`src/rtl/matrix_pkg.sv`:
```
// Shared constants, element type and FSM state type for the matrix divider.
package matrix_pkg;
  localparam int W      = 8;
  localparam int N_ELEM = 25;
  localparam int MAT_W  = N_ELEM * W;
  localparam int IW     = $clog2(N_ELEM);
  localparam int CW     = $clog2(W + 1);

  typedef logic signed [W-1:0] elem_t;

  typedef enum logic [2:0] {IDLE, SETUP, ITER, FIX, DONE} div_state_t;
endpackage

```
`src/rtl/div_s8_seq.sv`:
```
// Sequential signed restoring divider: load magnitudes, W shift/subtract steps, signed quotient.
// MATRIX_DIV_SAT_EN selects saturation (+127) instead of wrap for -128 / -1.
module div_s8_seq
  import matrix_pkg::*;
(
  input  logic  clk,
  input  logic  rst,
  input  logic  load,
  input  elem_t a,
  input  elem_t b,
  output elem_t q,
  output logic  q_valid
);
  logic [W:0]    a_ext, b_ext, a_mag, b_mag;
  logic [W:0]    bm_q, bm_d;
  logic [W-1:0]  dq_q, dq_d;
  logic [W-1:0]  rem_q, rem_d;
  logic [CW-1:0] cnt_q, cnt_d;
  logic          qmsb_q, qmsb_d;
  logic          neg_q, neg_d;
  logic          act_q, act_d;
  logic [W:0]    rem_sh;
  logic          ge;
  logic [W:0]    qmag;
  logic [W-1:0]  qsgn;

  always_comb begin
    a_ext  = {a[W-1], a};
    b_ext  = {b[W-1], b};
    a_mag  = a[W-1] ? (~a_ext + 1'b1) : a_ext;
    b_mag  = b[W-1] ? (~b_ext + 1'b1) : b_ext;
    rem_sh = {rem_q, dq_q[W-1]};
    ge     = (rem_sh >= bm_q);

    bm_d   = bm_q;
    dq_d   = dq_q;
    rem_d  = rem_q;
    cnt_d  = cnt_q;
    qmsb_d = qmsb_q;
    neg_d  = neg_q;
    act_d  = act_q;

    if (load) begin
      // Only |a|=128 sets bit W; resolving that quotient bit here keeps the loop at W steps.
      qmsb_d = a_mag[W] && (b_mag == (W+1)'(1));
      rem_d  = (a_mag[W] && !qmsb_d) ? W'(1) : '0;
      dq_d   = a_mag[W-1:0];
      bm_d   = b_mag;
      neg_d  = a[W-1] ^ b[W-1];
      cnt_d  = CW'(W);
      act_d  = 1'b1;
    end else if (cnt_q != '0) begin
      rem_d = W'(ge ? (rem_sh - bm_q) : rem_sh);
      dq_d  = {dq_q[W-2:0], ge};
      cnt_d = cnt_q - 1'b1;
    end
  end

  always_comb begin
    qmag    = {qmsb_q, dq_q};
    qsgn    = W'(neg_q ? (~qmag + 1'b1) : qmag);
`ifdef MATRIX_DIV_SAT_EN
    q       = (!neg_q && qmag[W]) ? elem_t'({1'b0, {(W-1){1'b1}}}) : elem_t'(qsgn);
`else
    q       = elem_t'(qsgn);
`endif
    q_valid = act_q && (cnt_q == '0);
  end

  always_ff @(posedge clk) begin
    if (rst) begin
      bm_q   <= '0;
      dq_q   <= '0;
      rem_q  <= '0;
      cnt_q  <= '0;
      qmsb_q <= 1'b0;
      neg_q  <= 1'b0;
      act_q  <= 1'b0;
    end else begin
      bm_q   <= bm_d;
      dq_q   <= dq_d;
      rem_q  <= rem_d;
      cnt_q  <= cnt_d;
      qmsb_q <= qmsb_d;
      neg_q  <= neg_d;
      act_q  <= act_d;
    end
  end
endmodule

```
`src/rtl/divisao_num_matriz.sv`:
```
// Divides each element of a packed 5x5 signed matrix by one signed integer, one element at a time.
// MATRIX_DIV_SAT_EN (in div_s8_seq) selects saturation for -128 / -1.
module divisao_num_matriz
  import matrix_pkg::*;
(
  input  logic             clk,
  input  logic             rst,
  input  logic             start,
  input  logic [MAT_W-1:0] matriz_A,
  input  elem_t            num_inteiro,
  output logic             busy,
  output logic             done,
  output logic             div_zero,
  output logic [MAT_W-1:0] nova_matriz_A
);
  div_state_t       state_q, state_d;
  logic [IW-1:0]    idx_q, idx_d;
  logic [CW-1:0]    it_q, it_d;
  logic [MAT_W-1:0] a_q, a_d;
  elem_t            b_q, b_d;
  logic [MAT_W-1:0] res_q, res_d;
  logic [MAT_W-1:0] nova_q, nova_d;
  logic             dz_q, dz_d;
  logic             load;
  elem_t            q;
  logic             q_valid;

  div_s8_seq u_div (
    .clk     (clk),
    .rst     (rst),
    .load    (load),
    .a       (elem_t'(a_q[idx_q*W +: W])),
    .b       (b_q),
    .q       (q),
    .q_valid (q_valid)
  );

  always_ff @(posedge clk) begin
    if (rst) state_q <= IDLE;
    else     state_q <= state_d;
  end

  always_comb begin
    state_d = state_q;
    case (state_q)
      IDLE:    if (start) state_d = (num_inteiro == '0) ? DONE : SETUP;
      SETUP:   state_d = ITER;
      ITER:    if (it_q == CW'(W-1)) state_d = FIX;
      FIX:     state_d = (idx_q == IW'(N_ELEM-1)) ? DONE : SETUP;
      DONE:    state_d = IDLE;
      default: state_d = IDLE;
    endcase
  end

  always_comb begin
    busy = (state_q == SETUP) || (state_q == ITER) || (state_q == FIX);
    done = (state_q == DONE);
    load = (state_q == SETUP);
  end

  always_comb begin
    idx_d  = idx_q;
    it_d   = it_q;
    a_d    = a_q;
    b_d    = b_q;
    res_d  = res_q;
    nova_d = nova_q;
    dz_d   = dz_q;
    case (state_q)
      IDLE: if (start) begin
        a_d   = matriz_A;
        b_d   = num_inteiro;
        idx_d = '0;
        res_d = '0;
        dz_d  = (num_inteiro == '0);
        if (num_inteiro == '0) nova_d = '0;
      end
      SETUP: it_d = '0;
      ITER:  it_d = it_q + 1'b1;
      FIX: begin
        if (q_valid) res_d[idx_q*W +: W] = q;
        // Last slot is forwarded straight to the output so it is valid in the DONE cycle.
        if (idx_q == IW'(N_ELEM-1)) nova_d = res_d;
        else                        idx_d  = idx_q + 1'b1;
      end
      default: ;
    endcase
  end

  always_ff @(posedge clk) begin
    if (rst) begin
      idx_q  <= '0;
      it_q   <= '0;
      a_q    <= '0;
      b_q    <= '0;
      res_q  <= '0;
      nova_q <= '0;
      dz_q   <= 1'b0;
    end else begin
      idx_q  <= idx_d;
      it_q   <= it_d;
      a_q    <= a_d;
      b_q    <= b_d;
      res_q  <= res_d;
      nova_q <= nova_d;
      dz_q   <= dz_d;
    end
  end

  assign div_zero      = dz_q;
  assign nova_matriz_A = nova_q;
endmodule

```
`config.mk`:
```
export PLATFORM = sky130hd
export DESIGN_NAME = divisao_num_matriz
export DESIGN_NICKNAME = d
export VERILOG_FILES = /design/src/rtl/matrix_pkg.sv /design/src/rtl/div_s8_seq.sv /design/src/rtl/divisao_num_matriz.sv
export SDC_FILE = /design/constraint.sdc
export NUM_CORES = 2
export LEC_CHECK = 0
export ABC_CLOCK_PERIOD_IN_PS = 3900
export BUFFER_PORTS_ARGS = -buffer_cell sky130_fd_sc_hd__buf_4
export CAP_MARGIN = 30
export CORE_MARGIN = 3
export CORE_UTILIZATION = 30
export CTS_CLUSTER_SIZE = 24
export DETAILED_ROUTE_END_ITERATION = 8
export PLACE_DENSITY = 0.57
export SLEW_MARGIN = 20
export SYNTH_ARGS = -nofsm -noshare
export SYNTH_HDL_FRONTEND = slang
export SYNTH_SLANG_ARGS = --single-unit
```
`constraint.sdc`:
```
create_clock -name clk -period 3.9 [get_ports clk]
set_clock_uncertainty 0.1 [all_clocks]
set_input_delay 0.585 -clock clk [delete_from_list [all_inputs] [get_ports clk]]
set_output_delay 0.585 -clock clk [all_outputs]
set_load 0.02 [all_outputs]
```
==> run summary <==
status: complete, no violations
Initial Util: 0.306
clk root buf: clkbuf_16
number of flops mapped to enable cells by yosys: 0
Hold Path Class: in -> reg
CP Capture Type: flop
Ys Warns: 0
core box area: 92,500 um^2
CP max FO: 15
antenna violations before repair: 2
vias in the first global route: 24,500
CTS Sinks: 652
Sum Neg Setup Slack: 0 ps
Max Slew Vio Count: 0
predominant post-synthesis flop cell: dfxtp_1
Rows: 111
Hold Buf Count CTS: 0
largest area contributor in the netlist: dfxtp_1
Die Area: 97,900 um^2
Overflow after GRT: 0
H-tree levels: 3
DR vias/cell: 5.15
Nets: 3,906
Final Cycle Share: 0.923
CP most frequent cell: nor2_1
GRT Util Overall: 0.202
Reg clk slew, reported paths: 60 ps
Req. time, crit path: 4270 ps
DRC: 0
Routed WL: 104 mm
relative slew slack: 0.266
share of the synthesized area in the top cell type: 0.462
top cells by count, synth: 652 x dfxtp_1, 604 x nand2_1, 454 x nor2_1, 407 x a21oi_1, 201 x clkbuf_1
Pwr Density: 569 nW/um^2
post-synthesis sequential area ratio: 0.462
post-layout minimum cycle time: 3600 ps
clock insertion delay at the later pin of the skew report: 630 ps
IO Pins: 414
drt pass-1 iters: 5
Seq cells post-synth: 652
post-route ant nets: 0
synthesized net count: 3,594
share of cells above drive strength 1: 0.210
maxcap violations: 0
port bufs: 413
drt wl/cell: 20.8 um
Crit Path Class: reg -> reg
CTS max path bufs: 3
Final Util: 0.384
Critical Path Source Type: flop
Peak VDD IR: 0.489 mV
Worst Tran Pin Value: 1100 ps
Area contributors post-synth: dfxtp_1 46%, nand2_1 8.0%, a21oi_1 7.2%
largest net degree at the start of global routing: 218
count of cells resized by post-cts repair: 0
RSZ-0062 raised after global routing: no
final setup fails: 0
first-pass GRT wire length: 154 mm
P&R area growth vs syn: 25.8%
f_max: 0.278 GHz
ordered cell list for the critical path: or2_2 -> nor2_1 -> ha_1 -> nand3_2 -> nor4_4 -> mux2_2 -> a32oi_1 -> nor2_1
CP max stage cell: nor4_4
Placer Congestion: 0.846
die width: 313 um
Post-synth ARST share: 0
CTS tree: built
distinct cell type count after synthesis: 82
Die Ht: 313 um
CP max stage delay: 850 ps
most common cell in the netlist: dfxtp_1
Num CTS Buffers: 78
Final Hold Viols: 0
Leak: 0.0133 uW
DR vias: 25,700
data arrival time of the worst path: 3970 ps
dpl hpwl: 72.4 mm
# Post-CTS Setup Buffers: 0
Mapped Area: 28,300 um^2
Syn Area/Cell: 8.40 um^2
Syn Inst Count: 3,364
DR iter-0 viols: 2,363
-- report_power, final --
| group | switching [uW] | leakage [uW] | total, uW | internal [uW] |
|---|---|---|---|---|
| Sequential | 338 | 0.00529 | 7500 | 7160 |
| Clock | 3050 | 0.00136 | 7740 | 4690 |
| Combinational | 3450 | 0.00666 | 4960 | 1520 |
| Total | 6840 | 0.0133 | 20200 | 13400 |
-- worst max-delay path, delay by kind of cell (launching register included) --
| family | cells | cell delay [ps] |
|---|---|---|
| simple gates | 5 | 1820 |
| flops | 1 | 560 |
| mux | 1 | 420 |
| fa+ha+maj | 1 | 330 |
| compound gates | 1 | 190 |
-- metal layers --
metal	GRT usage	vias up	share of wire
li1	-	12400	-
met3	0.0391	161	0.059
met2	0.337	732	0.48
met1	0.263	12400	0.43
met4	0.0645	0	0.028
met5	0	-	0
-- path summary, 6_finish.rpt --
kind / startpoint / slack, ps / cells past startpoint / endpoint
worst min-delay path: matriz_A[122] / 100 / 3 / a_q[122]
worst max register to register: idx_q[2] / 300 / 8 / nova_matriz_A[85]
worst min register to register: u_div.bm_q[8] / 340 / 2 / u_div.bm_q[8]
worst max-delay path: idx_q[2] / 300 / 8 / nova_matriz_A[85]
-- state kept, by name, indices dropped and copies added, names as in the netlist --
register / flops
a_q: 200
nova_matriz_A: 200
res_q: 200
u_div.bm_q: 9
b_q: 8
u_div.dq_q: 8
u_div.rem_q: 8
idx_q: 5
it_q: 4
u_div.cnt_q: 4
state_q: 3
div_zero: 1
u_div.act_q: 1
u_div.neg_q: 1
-- cell type report --
type / count / area [um^2]
Antenna cell: 2 / 5.00
Clock buffer: 108 / 2270
Clock inverter: 34 / 473
Fill cell: 9524 / 57000
Inverter: 37 / 139
Multi-Input combinational cell: 2397 / 14000
Sequential cell: 652 / 13100
Tap cell: 1243 / 1560
Timing Repair Buffer: 510 / 4020
-- logic make-up (layout without fill, tap and decap cells) --
logic type	Yosys count	after routing	share of synthesized area
muxes	208	208	0.0919
and+or+nand+nor	1317	1317	0.202
buffers and inverters	315	689	0.0466
xor gates and xnor gates	26	26	0.00806
AOI/OAI and AO/OA	827	827	0.181
other	0	2	0
DFF	652	652	0.462
adders and majority gates	19	19	0.00868
-- through the flow --
step | total power, uW | setup slack [ps] | instances | hold slack (ps) | instance area (um^2)
floorplan | 10700 | 198 | 3364 | 315 | 28300
global placement | 12600 | 369 | 4834 | 329 | 32800
detailed placement | 12600 | 367 | 4838 | 334 | 32800
CTS | 20300 | 318 | 4980 | 59.8 | 35500
global route | 21100 | 51.5 | 4983 | 78.8 | 35500
finish | 20200 | 299 | 4983 | 99.0 | 35500
-- cells in the final DEF (no fill, tap or decap), types with 9 or more instances in the layout --
| master | n |
|---|---|
| a211oi_1 | 29 |
| a21oi_1 | 407 |
| a22o_1 | 25 |
| a22oi_1 | 161 |
| a31oi_1 | 16 |
| a32oi_1 | 16 |
| buf_12 | 15 |
| buf_4 | 490 |
| bufinv_16 | 9 |
| clkbuf_1 | 12 |
| clkbuf_16 | 80 |
| clkbuf_8 | 16 |
| clkinv_2 | 15 |
| dfxtp_1 | 648 |
| ha_1 | 18 |
| inv_1 | 36 |
| mux2_2 | 45 |
| mux2i_1 | 124 |
| mux4_2 | 35 |
| nand2_1 | 602 |
| nand2b_1 | 16 |
| nand3_1 | 46 |
| nand4_1 | 21 |
| nor2_1 | 452 |
| nor2b_1 | 19 |
| nor3_1 | 47 |
| nor3_2 | 11 |
| nor4_1 | 18 |
| nor4_2 | 9 |
| o21ai_0 | 92 |
| o31ai_1 | 11 |
| or3_1 | 22 |
| xnor2_1 | 15 |
| xor2_1 | 9 |
Power figures use the tool's default switching activity.
